--- src/rtl/clk_div_gen_if.sv ---
// Control and status bundle for clk_div_gen: tap/divider controls in, taps and strobes out.
interface clk_div_gen_if #(
  parameter int WIDTH = 8,
  parameter int DIV_W = 8
);
  logic             en;
  logic [WIDTH-1:0] tap_mask;
  logic             mode;
  logic [DIV_W-1:0] div_val;
  logic             div_load;
  logic [WIDTH-1:0] taps;
  logic             y;
  logic             div_out;
  logic             tick;
  logic             div_ack;

  modport master (
    output en, tap_mask, mode, div_val, div_load,
    input  taps, y, div_out, tick, div_ack
  );

  modport slave (
    input  en, tap_mask, mode, div_val, div_load,
    output taps, y, div_out, tick, div_ack
  );
endinterface

--- src/rtl/clk_div_gen.sv ---
// Synchronous power-of-two taps, registered tap combine and a reloadable divided clock.
// Define CLK_DIV_GEN_IMMEDIATE_LOAD_EN to apply div_load on the next edge instead of at terminal count.
module clk_div_gen #(
  parameter int WIDTH    = 8,
  parameter int DIV_W    = 8,
  parameter int DIV_INIT = 0
) (
  input logic          i_clk,
  input logic          i_rst,
  clk_div_gen_if.slave bus
);
  localparam logic [DIV_W-1:0] ACTIVE_INIT = DIV_W'(DIV_INIT);

  logic [WIDTH-1:0] r_cnt;
  logic             r_y;
  logic [DIV_W-1:0] r_pcnt;
  logic [DIV_W-1:0] r_active;
  logic             r_div_out;
  logic             r_tick;
  logic             r_ack;
  logic             w_tc;

  function automatic logic combine(input logic [WIDTH-1:0] cnt,
                                   input logic [WIDTH-1:0] mask,
                                   input logic             mode);
    logic [WIDTH-1:0] sel;
    sel = cnt & mask;
    if (mode) begin
      return |sel;
    end else begin
      return (mask != '0) && (sel == mask);
    end
  endfunction

  assign w_tc = bus.en && (r_pcnt == r_active);

  // Free-running tap counter; y samples the pre-increment count so it trails taps by a cycle
  always_ff @(posedge i_clk or posedge i_rst) begin
    if (i_rst) begin
      r_cnt <= '0;
      r_y   <= 1'b0;
    end else if (bus.en) begin
      r_cnt <= r_cnt + WIDTH'(1);
      r_y   <= combine(r_cnt, bus.tap_mask, bus.mode);
    end
  end

`ifdef CLK_DIV_GEN_IMMEDIATE_LOAD_EN
  // A load restarts the half-period from zero without disturbing the div_out level
  always_ff @(posedge i_clk or posedge i_rst) begin
    if (i_rst) begin
      r_pcnt    <= '0;
      r_active  <= ACTIVE_INIT;
      r_div_out <= 1'b0;
      r_tick    <= 1'b0;
      r_ack     <= 1'b0;
    end else begin
      r_tick <= 1'b0;
      r_ack  <= 1'b0;
      if (bus.div_load) begin
        r_active <= bus.div_val;
        r_pcnt   <= '0;
        r_ack    <= 1'b1;
      end else if (w_tc) begin
        r_pcnt    <= '0;
        r_div_out <= ~r_div_out;
        r_tick    <= 1'b1;
      end else if (bus.en) begin
        r_pcnt <= r_pcnt + DIV_W'(1);
      end
    end
  end
`else
  logic             r_pend;
  logic [DIV_W-1:0] r_pend_val;

  // New divisors only take over at a terminal count, so every half-period is whole
  always_ff @(posedge i_clk or posedge i_rst) begin
    if (i_rst) begin
      r_pcnt     <= '0;
      r_active   <= ACTIVE_INIT;
      r_div_out  <= 1'b0;
      r_tick     <= 1'b0;
      r_ack      <= 1'b0;
      r_pend     <= 1'b0;
      r_pend_val <= '0;
    end else begin
      r_tick <= 1'b0;
      r_ack  <= 1'b0;
      if (w_tc) begin
        r_pcnt    <= '0;
        r_div_out <= ~r_div_out;
        r_tick    <= 1'b1;
        r_pend    <= 1'b0;
        if (bus.div_load) begin
          r_active <= bus.div_val;
          r_ack    <= 1'b1;
        end else if (r_pend) begin
          r_active <= r_pend_val;
          r_ack    <= 1'b1;
        end
      end else begin
        if (bus.en) begin
          r_pcnt <= r_pcnt + DIV_W'(1);
        end
        if (bus.div_load) begin
          r_pend     <= 1'b1;
          r_pend_val <= bus.div_val;
        end
      end
    end
  end
`endif

  assign bus.taps    = r_cnt;
  assign bus.y       = r_y;
  assign bus.div_out = r_div_out;
  assign bus.tick    = r_tick;
  assign bus.div_ack = r_ack;
endmodule

--- src/flat_wrapper.sv ---
// flat-port wrapper written by rule: the top's interface ports become plain ports
module clk_div_gen_flat 
#(
  parameter int WIDTH    = 8,
  parameter int DIV_W    = 8,
  parameter int DIV_INIT = 0
)
  (i_clk, i_rst, bus_en, bus_tap_mask, bus_mode, bus_div_val, bus_div_load, bus_taps, bus_y, bus_div_out, bus_tick, bus_div_ack);
  clk_div_gen_if #(.WIDTH(WIDTH), .DIV_W(DIV_W)) bus_i ();
  input logic i_clk;
  input logic i_rst;
  input wire logic [$bits(bus_i.en)-1:0] bus_en;
  input wire logic [$bits(bus_i.tap_mask)-1:0] bus_tap_mask;
  input wire logic [$bits(bus_i.mode)-1:0] bus_mode;
  input wire logic [$bits(bus_i.div_val)-1:0] bus_div_val;
  input wire logic [$bits(bus_i.div_load)-1:0] bus_div_load;
  output wire logic [$bits(bus_i.taps)-1:0] bus_taps;
  output wire logic [$bits(bus_i.y)-1:0] bus_y;
  output wire logic [$bits(bus_i.div_out)-1:0] bus_div_out;
  output wire logic [$bits(bus_i.tick)-1:0] bus_tick;
  output wire logic [$bits(bus_i.div_ack)-1:0] bus_div_ack;
  assign bus_i.en = bus_en;
  assign bus_i.tap_mask = bus_tap_mask;
  assign bus_i.mode = bus_mode;
  assign bus_i.div_val = bus_div_val;
  assign bus_i.div_load = bus_div_load;
  assign bus_taps = bus_i.taps;
  assign bus_y = bus_i.y;
  assign bus_div_out = bus_i.div_out;
  assign bus_tick = bus_i.tick;
  assign bus_div_ack = bus_i.div_ack;
  clk_div_gen #(.WIDTH(WIDTH), .DIV_W(DIV_W), .DIV_INIT(DIV_INIT)) u_core (.i_clk(i_clk), .i_rst(i_rst), .bus(bus_i));
endmodule
--- config.mk ---
export PLATFORM = sky130hd
export DESIGN_NAME = clk_div_gen_flat
export DESIGN_NICKNAME = d
export VERILOG_FILES = /design/src/rtl/clk_div_gen_if.sv /design/src/rtl/clk_div_gen.sv /design/src/flat_wrapper.sv
export SDC_FILE = /design/constraint.sdc
export NUM_CORES = 1
export LEC_CHECK = 0
export CORE_AREA = 4 4 53 74
export DETAILED_ROUTE_END_ITERATION = 6
export DIE_AREA = 0 0 57 78
export PLACE_DENSITY = 0.92
export SLEW_MARGIN = 20
export SYNTH_ARGS = -nofsm -noshare
export SYNTH_HDL_FRONTEND = slang
export SYNTH_SLANG_ARGS = --single-unit
--- constraint.sdc ---
create_clock -name i_clk -period 3.4 [get_ports i_clk]
set_input_delay 0.34 -clock i_clk [delete_from_list [all_inputs] [get_ports i_clk]]
set_output_delay 0.34 -clock i_clk [all_outputs]
set_load 0.005 [all_outputs]
==> flow_summary.yaml, run 1 <==
status:
  status: "finished, final reports clean"
clock_network:
  cts_buffers: 5
  cts_hold_buf: 0
  cts_htree_levels: 2
  cts_root_buffer: "clkbuf_8"
  clkLatencyLatePin_ps: 290
  clkSlewWorstSetupHoldPaths_ps: 60
  cts_buffer_depth: 2
  tritoncts: "yes"
  cts.sinks: 37
  post-cts-setup-buffers: 0
  cts_resized: 0
floorplanning:
  rows: 25
  floorplan.core_area_um2: 3320
  ios: 33
  die_h_um: 78
  initial_utilization_pct: 52.1
  dieWidth_um: 57
  die_area_um2: 4450
timing:
  rsz0062_at_grt: "false"
  setup_violations: 0
  slew_viol_final: 0
  finalCritPeriodShare_pct: 56.4
  fmax_mhz: 522
  finalHoldViolCount: 0
  tns_ps: 0
  fin_crit_ps: 1920
  finalClockSkew_ps: 2.84
  tightest_slew_ps: 466
  max-slew-margin-rel_pct: 68.8
global_routing:
  first_global_vias: 1333
  grt_max_degree: 38
  grt_overflow: 0
  grt.total_usage_pct: 17.8
  antenna_found_initial: 0
  grt_pass1_wl_mm: 6.02
worst_hold_path:
  hold_class: "input port to async pin"
logic_synthesis:
  ys_seq_area_share_pct: 53.6
  netlist_top_cells_area: "dfrtp_1 (54%), xor2_1 (7.1%), mux2_2 (5.9%)"
  syn_area_per_cell_um2: 11.1
  synth_top_area_share_pct: 53.6
  yosys.cell_types.count: 27
  mappedNetlistArea_um2: 1730
  synth_cells: 156
  yosysWarnings: 0
  synth_largest_area_cell: "dfrtp_1"
  syn_nets: 179
  synth_seq_cells: 37
cells_and_area:
  fill_cells: 286
  layout.cells.non_filler: 234
  drive_above_1_share_pct: 11.3
  syn_to_final_growth_pct: 26.4
  n_antenna_cell: 0
  final_common_cell: "dfrtp_1"
  final_cell_mix: "dfrtp_1 (37), clkdlybuf4s50_1 (32), xor2_1 (14), nor2_1 (14), a22oi_1 (12)"
  final_nets: 216
detailed_routing:
  ant_nets: 0
  vias: 1293
  wl_per_cell_um: 15.1
  viasPerCell: 5.53
  wl_mm: 3.54
  drt_iter0_drc: 24
  first_pass_iters: 4
  drc: 0
pwr:
  p_comb_share_pct: 32.2
  powerDensity_nw_per_um2: 714
  vdd_drop_max_mv: 0.511
  pwr-share-seq_pct: 49.7
  intPower_w: 0.00103
  power.share.clock_pct: 18.1
  p_sw_share_pct: 33.7
  p_switching_w: 0.000526
  p_leak_nw: 0.970
worst_setup_path:
  worstRegToRegCells: 5
  endpoint: "u_core.r_pend_val[6]$_DFFE_PP0P_"
  cp.arrival_ps: 2090
  critical_path_class: "flip-flop to flip-flop"
  start_kind: "flip-flop"
  cp.required_ps: 3570
  r2r-end: "u_core.r_pend_val[6]$_DFFE_PP0P_"
  regToRegStartpoint: "u_core.r_pcnt[2]$_DFFE_PP0P_"
  cpPeakStageDelay_ps: 440
  cp_slowest_cell: "dfrtp_1"
  cp_max_fo: 8
  path_cells: "xor2_1 -> nor4_1 -> nand4_1 -> nand2_2 -> mux2_2"
  critPathCaptureType: "flip-flop"
  critPathLaunch: "u_core.r_pcnt[2]$_DFFE_PP0P_"
  reg2reg_slack_ps: 1480
place:
  port_buffers: 32
  dpl.hpwl_mm: 2.56
  gp_congestion: 0.790
  dpl.cell_count: 226
flow_run:
  max-cap-violations: 0
## power groups by stage
stage | clock network, W | logic [W] | registers [W]
global route | 0.000311 | 0.000559 | 0.000796
floorplan | 0 | 0.000310 | 0.000734
CTS | 0.000293 | 0.000508 | 0.000772
finish | 0.000281 | 0.000502 | 0.000775
global placement | 0 | 0.000476 | 0.000771
detailed placement | 0 | 0.000498 | 0.000775
## critical path, delay by kind of cell (launching register included)
family	cells	cell delay, ps
XOR/XNOR	1	160
flip-flops	1	440
multiplexers	1	360
AND/OR/NAND/NOR	3	830
## registers in the layout, summed over array words and instances (netlist names)
signal	count
u_core.r_pcnt	8
u_core.bus.div_ack	1
u_core.bus.y	1
u_core.bus.tick	1
u_core.r_active	8
u_core.r_pend	1
u_core.r_pend_val	8
u_core.bus.div_out	1
u_core.bus.taps	8
## synthesized netlist by cell type
cell type  instances
a2111oi_0          1
a21oi_1            3
a22oi_1           12
and3b_1            1
buf_2              1
clkbuf_1           4
clkinv_2           1
dfrtp_1           37
ha_1               2
inv_1             10
mux2_2             9
nand2_1            5
nand2_2            1
nand2b_1           1
nand3_1            7
nand4_1            6
nor2_1            14
nor2b_1            1
nor3_1             1
nor4_1             3
o21ai_0            2
o21ai_2            1
o221ai_1           1
o22ai_1            2
o2bb2ai_1          8
xnor2_1            8
xor2_1            14
## layer usage
metal  wire length [um]  global-route usage (%)
met5                  0                       0
met2               1830                    30.0
met1               1440                    20.5
met4                 64                    6.50
met3                207                    6.16
## worst min-delay path by stage
stage,startpoint,to,slack [ps]
2_1_floorplan,u_core.bus.div_out$_DFFE_PP0P_,u_core.bus.div_out$_DFFE_PP0P_,470
3_3_place_gp,u_core.bus.div_out$_DFFE_PP0P_,u_core.bus.div_out$_DFFE_PP0P_,460
3_5_place_dp,u_core.bus.div_out$_DFFE_PP0P_,u_core.bus.div_out$_DFFE_PP0P_,480
4_1_cts,i_rst,u_core.bus.taps[7]$_DFFE_PP0P_,470
5_1_grt,i_rst,u_core.bus.taps[7]$_DFFE_PP0P_,510
6_report,i_rst,u_core.bus.taps[5]$_DFFE_PP0P_,460
## stage by stage
stage / area [um2] / total power (W) / util [%] / hold WS, ps / worst slack, ps
floorplan: 1730 / 0.00104 / - / 469 / 1740
global placement: 2100 / 0.00125 / 63.3 / 460 / 1500
detailed placement: 2100 / 0.00127 / 63.3 / 483 / 1470
CTS: 2180 / 0.00157 / 65.8 / 472 / 1470
global route: 2180 / 0.00167 / 65.8 / 507 / 1380
finish: 2180 / 0.00156 / 65.8 / 458 / 1480
## cells by family after synthesis
family / synth area share, %
simple gates: 11.3
buf+inv: 3.62
xor+xnor: 11.2
mux: 5.87
fa+ha+maj: 1.45
flops: 53.6
compound gates: 13.0
## final cells by class
cell class | instances | area, um2 | area share [%]
clock inverters | 2 | 10.0 | 0.459
multi-input cells | 103 | 738 | 33.8
clock buffers | 6 | 72.6 | 3.33
repair buffers | 35 | 343 | 15.7
inverters | 11 | 42.5 | 1.95
well taps | 40 | 50.0 | 2.29
flip-flops and latches | 37 | 926 | 42.4
(Power assumes the default switching activity.)
==> inputs of run 2 (changes only) <==
--- a/config.mk
+++ b/config.mk
@@ -5,10 +5,10 @@
 export SDC_FILE = /design/constraint.sdc
 export NUM_CORES = 1
 export LEC_CHECK = 0
-export CORE_AREA = 4 4 53 74
+export CORE_AREA = 4 4 55 76
 export DETAILED_ROUTE_END_ITERATION = 6
-export DIE_AREA = 0 0 57 78
-export PLACE_DENSITY = 0.92
+export DIE_AREA = 0 0 59 80
+export PLACE_DENSITY = 0.87
 export SLEW_MARGIN = 20
 export SYNTH_ARGS = -nofsm -noshare
 export SYNTH_HDL_FRONTEND = slang
==> constraint.sdc (replaced) <==
create_clock -name i_clk -period 1.9 [get_ports i_clk]
set_input_delay 0.19 -clock i_clk [delete_from_list [all_inputs] [get_ports i_clk]]
set_output_delay 0.19 -clock i_clk [all_outputs]
set_load 0.005 [all_outputs]
==> flow_summary.yaml, run 2 (synthesis results as in run 1) <==
status:
  status: "finished, final reports clean"
floorplanning:
  ios: 33
  floorplan.core_area_um2: 3440
  rows: 25
  die_area_um2: 4720
  die_h_um: 80
  initial_utilization_pct: 50.2
  dieWidth_um: 59
clock_network:
  cts.sinks: 37
  tritoncts: "yes"
  cts_htree_levels: 2
  clkSlewWorstSetupHoldPaths_ps: 70
  cts_buffers: 5
  cts_buffer_depth: 2
  cts_root_buffer: "clkbuf_8"
  clkLatencyLatePin_ps: 280
detailed_routing:
  vias: 1365
  ant_nets: 0
  viasPerCell: 5.69
  drc: 0
  wl_per_cell_um: 17.2
  first_pass_iters: 4
  drt_iter0_drc: 50
  wl_mm: 4.12
flow_run:
  max-cap-violations: 0
cells_and_area:
  final_nets: 222
  final_util_pct: 66.1
  fill_cells: 296
  syn_to_final_growth_pct: 31.7
  n_antenna_cell: 0
  drive_above_1_share_pct: 15.0
  final_common_cell: "dfrtp_1"
  final_cell_mix: "dfrtp_1 (37), clkdlybuf4s50_1 (32), xor2_1 (14), nor2_1 (14), a22oi_1 (12)"
pwr:
  power.share.clock_pct: 19.9
  powerDensity_nw_per_um2: 1300
  power_w: 0.00297
  p_sw_share_pct: 33.9
  p_comb_share_pct: 33.5
  p_switching_w: 0.00101
  vdd_drop_max_mv: 0.982
  intPower_w: 0.00196
  p_leak_nw: 1.01
  pwr-share-seq_pct: 46.6
worst_setup_path:
  cp.required_ps: 2070
  critPathCaptureType: "flip-flop"
  cp.arrival_ps: 1930
  cp_max_fo: 10
  critical_path_class: "flip-flop to flip-flop"
  start_kind: "flip-flop"
  worstRegToRegCells: 8
timing:
  fmax_mhz: 571
  tightest_slew_ps: 447
  finalClockSkew_ps: 4.36
  finalCritPeriodShare_pct: 92.3
  slew_viol_final: 0
  fin_crit_ps: 1750
  max-slew-margin-rel_pct: 70.2
  finalHoldViolCount: 0
  setup_violations: 0
  rsz0062_at_grt: "false"
  tns_ps: 0
  worst_slack_ps: 147
global_routing:
  grt_overflow: 0
  antenna_found_initial: 0
  grt_max_degree: 38
  grt_pass1_wl_mm: 7.13
  first_global_vias: 1519
  grt.total_usage_pct: 20.3
place:
  gp_congestion: 0.875
  port_buffers: 32
  dpl.hpwl_mm: 3.05
  dp_slack_ps: 66.8
worst_hold_path:
  hold_class: "input port to async pin"
[run 2: timing repair]
action | in CTS | in global routing
resized for setup | 0 | 7
setup buffers | 0 | 2
hold buffers | 0 | 0
endpoints found under the setup margin | 0 | 17
[run 2: layout make-up]
type                       count  area, um2  area share (%)
sequential                    37        926            40.7
multi-input combinational    103        757            33.3
timing repair buffer          41        392            17.2
clock buffer                   7       96.3            4.24
tap                           40       50.0            2.20
inverter                      11       48.8            2.15
clock inverter                 1       5.00           0.220
[run 2: routing by layer]
metal	up-vias	part of all wire [%]	global-route usage, %
li1	641	-	-
met1	666	38	21.9
met2	51	54	35.3
met3	7	5.8	5.99
met4	0	2.0	9.52
met5	-	0	0
[run 2: power groups by stage]
stage / combinational (W) / clock, W / sequential, W
final: 0.000994 / 0.000590 / 0.00138
after floorplan: 0.000556 / 0 / 0.00131
after global placement: 0.000902 / 0 / 0.00137
after detailed placement: 0.000958 / 0 / 0.00138
after global routing: 0.00111 / 0.000644 / 0.00142
after CTS: 0.000963 / 0.000603 / 0.00138
[run 2: worst paths after layout]
check	to	start	slack, ps
min in group i_clk	u_core.bus.div_out$_DFFE_PP0P_	u_core.bus.div_out$_DFFE_PP0P_	490
hold / removal	u_core.r_pcnt[6]$_DFFE_PP0P_	i_rst	300
setup reg to reg	u_core.r_pcnt[0]$_DFFE_PP0P_	u_core.r_pcnt[1]$_DFFE_PP0P_	150
hold reg to reg	u_core.bus.div_out$_DFFE_PP0P_	u_core.bus.div_out$_DFFE_PP0P_	490
max in group asynchronous	u_core.bus.div_out$_DFFE_PP0P_	i_rst	1280
setup / recovery	u_core.r_pcnt[0]$_DFFE_PP0P_	u_core.r_pcnt[1]$_DFFE_PP0P_	150
[run 2: critical path, stage by stage, from the launching register on]
cell	delay (ps)
dfrtp_1	440
xor2_1	180
nor3_1	240
nand4_1	120
buf_4	170
buf_6	130
inv_8	70
nor2_1	40
mux2_2	260
[run 2: through the flow]
step                      hold WS (ps)  instances  cell area [um2]
final                              304        240             2270
after detailed placement           474        230             2130
after global routing               337        240             2270
after floorplan                    341        156             1730
after global placement             466        230             2130
after CTS                          317        238             2230
==> inputs of run 3 (changes only) <==
--- a/config.mk
+++ b/config.mk
@@ -5,10 +5,10 @@
 export SDC_FILE = /design/constraint.sdc
 export NUM_CORES = 1
 export LEC_CHECK = 0
-export CORE_AREA = 4 4 55 76
+export CORE_AREA = 4 4 53 74
 export DETAILED_ROUTE_END_ITERATION = 6
-export DIE_AREA = 0 0 59 80
-export PLACE_DENSITY = 0.87
+export DIE_AREA = 0 0 57 78
+export PLACE_DENSITY = 0.92
 export SLEW_MARGIN = 20
 export SYNTH_ARGS = -nofsm -noshare
 export SYNTH_HDL_FRONTEND = slang
==> constraint.sdc (replaced) <==
create_clock -name i_clk -period 2.1 [get_ports i_clk]
set_input_delay 0.21 -clock i_clk [delete_from_list [all_inputs] [get_ports i_clk]]
set_output_delay 0.21 -clock i_clk [all_outputs]
set_load 0.005 [all_outputs]
==> flow_summary.yaml, run 3 (synthesis results as in run 1) <==
global_routing:
  grt.total_usage_pct: 18.1
  grt_max_degree: 38
  grt_overflow: 0
  grt_pass1_wl_mm: 6.08
  antenna_found_initial: 0
  first_global_vias: 1444
place:
  port_buffers: 32
  gp_congestion: 0.861
  dpl.hpwl_mm: 2.60
timing:
  tns_ps: 0
  slew_viol_final: 0
  tightest_slew_ps: 469
  whs_ps: 312
  rsz0062_at_grt: "false"
  max-slew-margin-rel_pct: 68.7
  setup_violations: 0
  fin_crit_ps: 1840
  finalCritPeriodShare_pct: 87.7
  finalHoldViolCount: 0
  fmax_mhz: 543
  finalClockSkew_ps: 5.54
pwr:
  power_w: 0.00269
  intPower_w: 0.00183
  p_switching_w: 0.000856
  power.share.clock_pct: 23.5
  p_comb_share_pct: 29.9
  pwr-share-seq_pct: 46.6
  powerDensity_nw_per_um2: 1200
  vdd_drop_max_mv: 0.740
  p_sw_share_pct: 31.8
  p_leak_nw: 0.992
clock_network:
  cts_buffers: 5
  clkSlewWorstSetupHoldPaths_ps: 70
  tritoncts: "yes"
  cts_hold_buf: 0
  cts_root_buffer: "clkbuf_8"
  cts_htree_levels: 2
  post-cts-setup-buffers: 0
  cts_resized: 0
  clkLatencyLatePin_ps: 290
  cts_buffer_depth: 2
  cts.sinks: 37
worst_hold_path:
  hold_class: "input port to async pin"
cells_and_area:
  final_common_cell: "dfrtp_1"
  fill_cells: 272
  final_nets: 218
  syn_to_final_growth_pct: 29.2
  drive_above_1_share_pct: 12.2
  final_cell_mix: "dfrtp_1 (37), clkdlybuf4s50_1 (32), xor2_1 (14), nor2_1 (14), a22oi_1 (12)"
  n_antenna_cell: 0
worst_setup_path:
  cp_top_family: "simple AND/OR/NAND/NOR gates"
  cpPeakStageDelay_ps: 450
  endpoint: "u_core.r_active[2]$_DFFE_PP0P_"
  r2r-end: "u_core.r_active[2]$_DFFE_PP0P_"
  cp.required_ps: 2270
  critPathLaunch: "u_core.r_pcnt[2]$_DFFE_PP0P_"
  path_cells: "xor2_1 -> nor4_1 -> nand4_1 -> buf_4 -> clkinv_2 -> o21ai_2 -> o2bb2ai_1"
  regToRegStartpoint: "u_core.r_pcnt[2]$_DFFE_PP0P_"
  cp.arrival_ps: 2010
  critical_path_class: "flip-flop to flip-flop"
  reg2reg_slack_ps: 260
  start_kind: "flip-flop"
  critPathBufInv: 2
  cp_slowest_cell: "dfrtp_1"
  critPathCaptureType: "flip-flop"
  worstRegToRegCells: 7
  worstSetupPathDepth: 7
  cp_max_fo: 10
status:
  status: "finished, final reports clean"
floorplanning:
  ios: 33
  floorplan.core_area_um2: 3320
  die_area_um2: 4450
  rows: 25
  die_h_um: 78
  initial_utilization_pct: 52.1
  dieWidth_um: 57
detailed_routing:
  wl_per_cell_um: 15.3
  first_pass_iters: 4
  viasPerCell: 5.55
  drt_iter0_drc: 32
  wl_mm: 3.60
  ant_nets: 0
  vias: 1309
  drc: 0
flow_run:
  max-cap-violations: 0
run 3: cell count changes in the layout (fill, tap and decap cells not counted), sizes merged:
cell	before	now
inv	11	10
buf	9	5
bufinv	0	1
run 3: metal layers:
metal / GRT usage (%) / share of wire (%) / wire (um)
met2: 29.9 / 50 / 1810
met4: 10.9 / 3.6 / 129
met1: 19.7 / 40 / 1440
met5: 0 / 0 / 0
met3: 6.16 / 6.0 / 217
run 3: stage by stage:
stage               utilization (%)  std cells  setup slack, ps  instance area [um2]
floorplan                         -        156              441                 1730
global placement               63.8        228              347                 2110
detailed placement             63.8        228              288                 2110
CTS                            67.3        236              280                 2230
global route                   67.3        236              147                 2230
finish                         67.3        236              258                 2230
run 3: area by class of cell:
type / count / area [um2] / share of cell area (%)
Sequential cell: 37 / 926 / 41.5
Multi-Input combinational cell: 103 / 738 / 33.1
Timing Repair Buffer: 37 / 358 / 16.0
Clock buffer: 7 / 86.3 / 3.87
Tap cell: 40 / 50.0 / 2.24
Inverter: 11 / 42.5 / 1.91
Clock inverter: 1 / 30.0 / 1.35
run 3: how the worst min path moves through the flow:
| stage | end | slack (ps) | cells after the start |
|---|---|---|---|
| floorplan | u_core.r_pend_val[0]$_DFFE_PP0P_ | 360 | 1 |
| global placement | u_core.bus.div_out$_DFFE_PP0P_ | 460 | 1 |
| detailed placement | u_core.bus.div_out$_DFFE_PP0P_ | 470 | 1 |
| CTS | u_core.bus.taps[5]$_DFFE_PP0P_ | 320 | 3 |
| global route | u_core.r_pend_val[1]$_DFFE_PP0P_ | 360 | 3 |
| finish | u_core.r_pend_val[3]$_DFFE_PP0P_ | 310 | 3 |
run 3: power groups by stage:
stage | sequential (W) | clock (W) | combinational, W
global route | 0.00129 | 0.000676 | 0.000913
global placement | 0.00125 | 0 | 0.000785
detailed placement | 0.00126 | 0 | 0.000807
floorplan | 0.00119 | 0 | 0.000503
CTS | 0.00125 | 0.000650 | 0.000815
finish | 0.00125 | 0.000633 | 0.000802
run 3: worst min-delay path, cell delays in order:
cell and delay [ps]:
clkdlybuf4s50_1 390, inv_1 50, buf_4 380
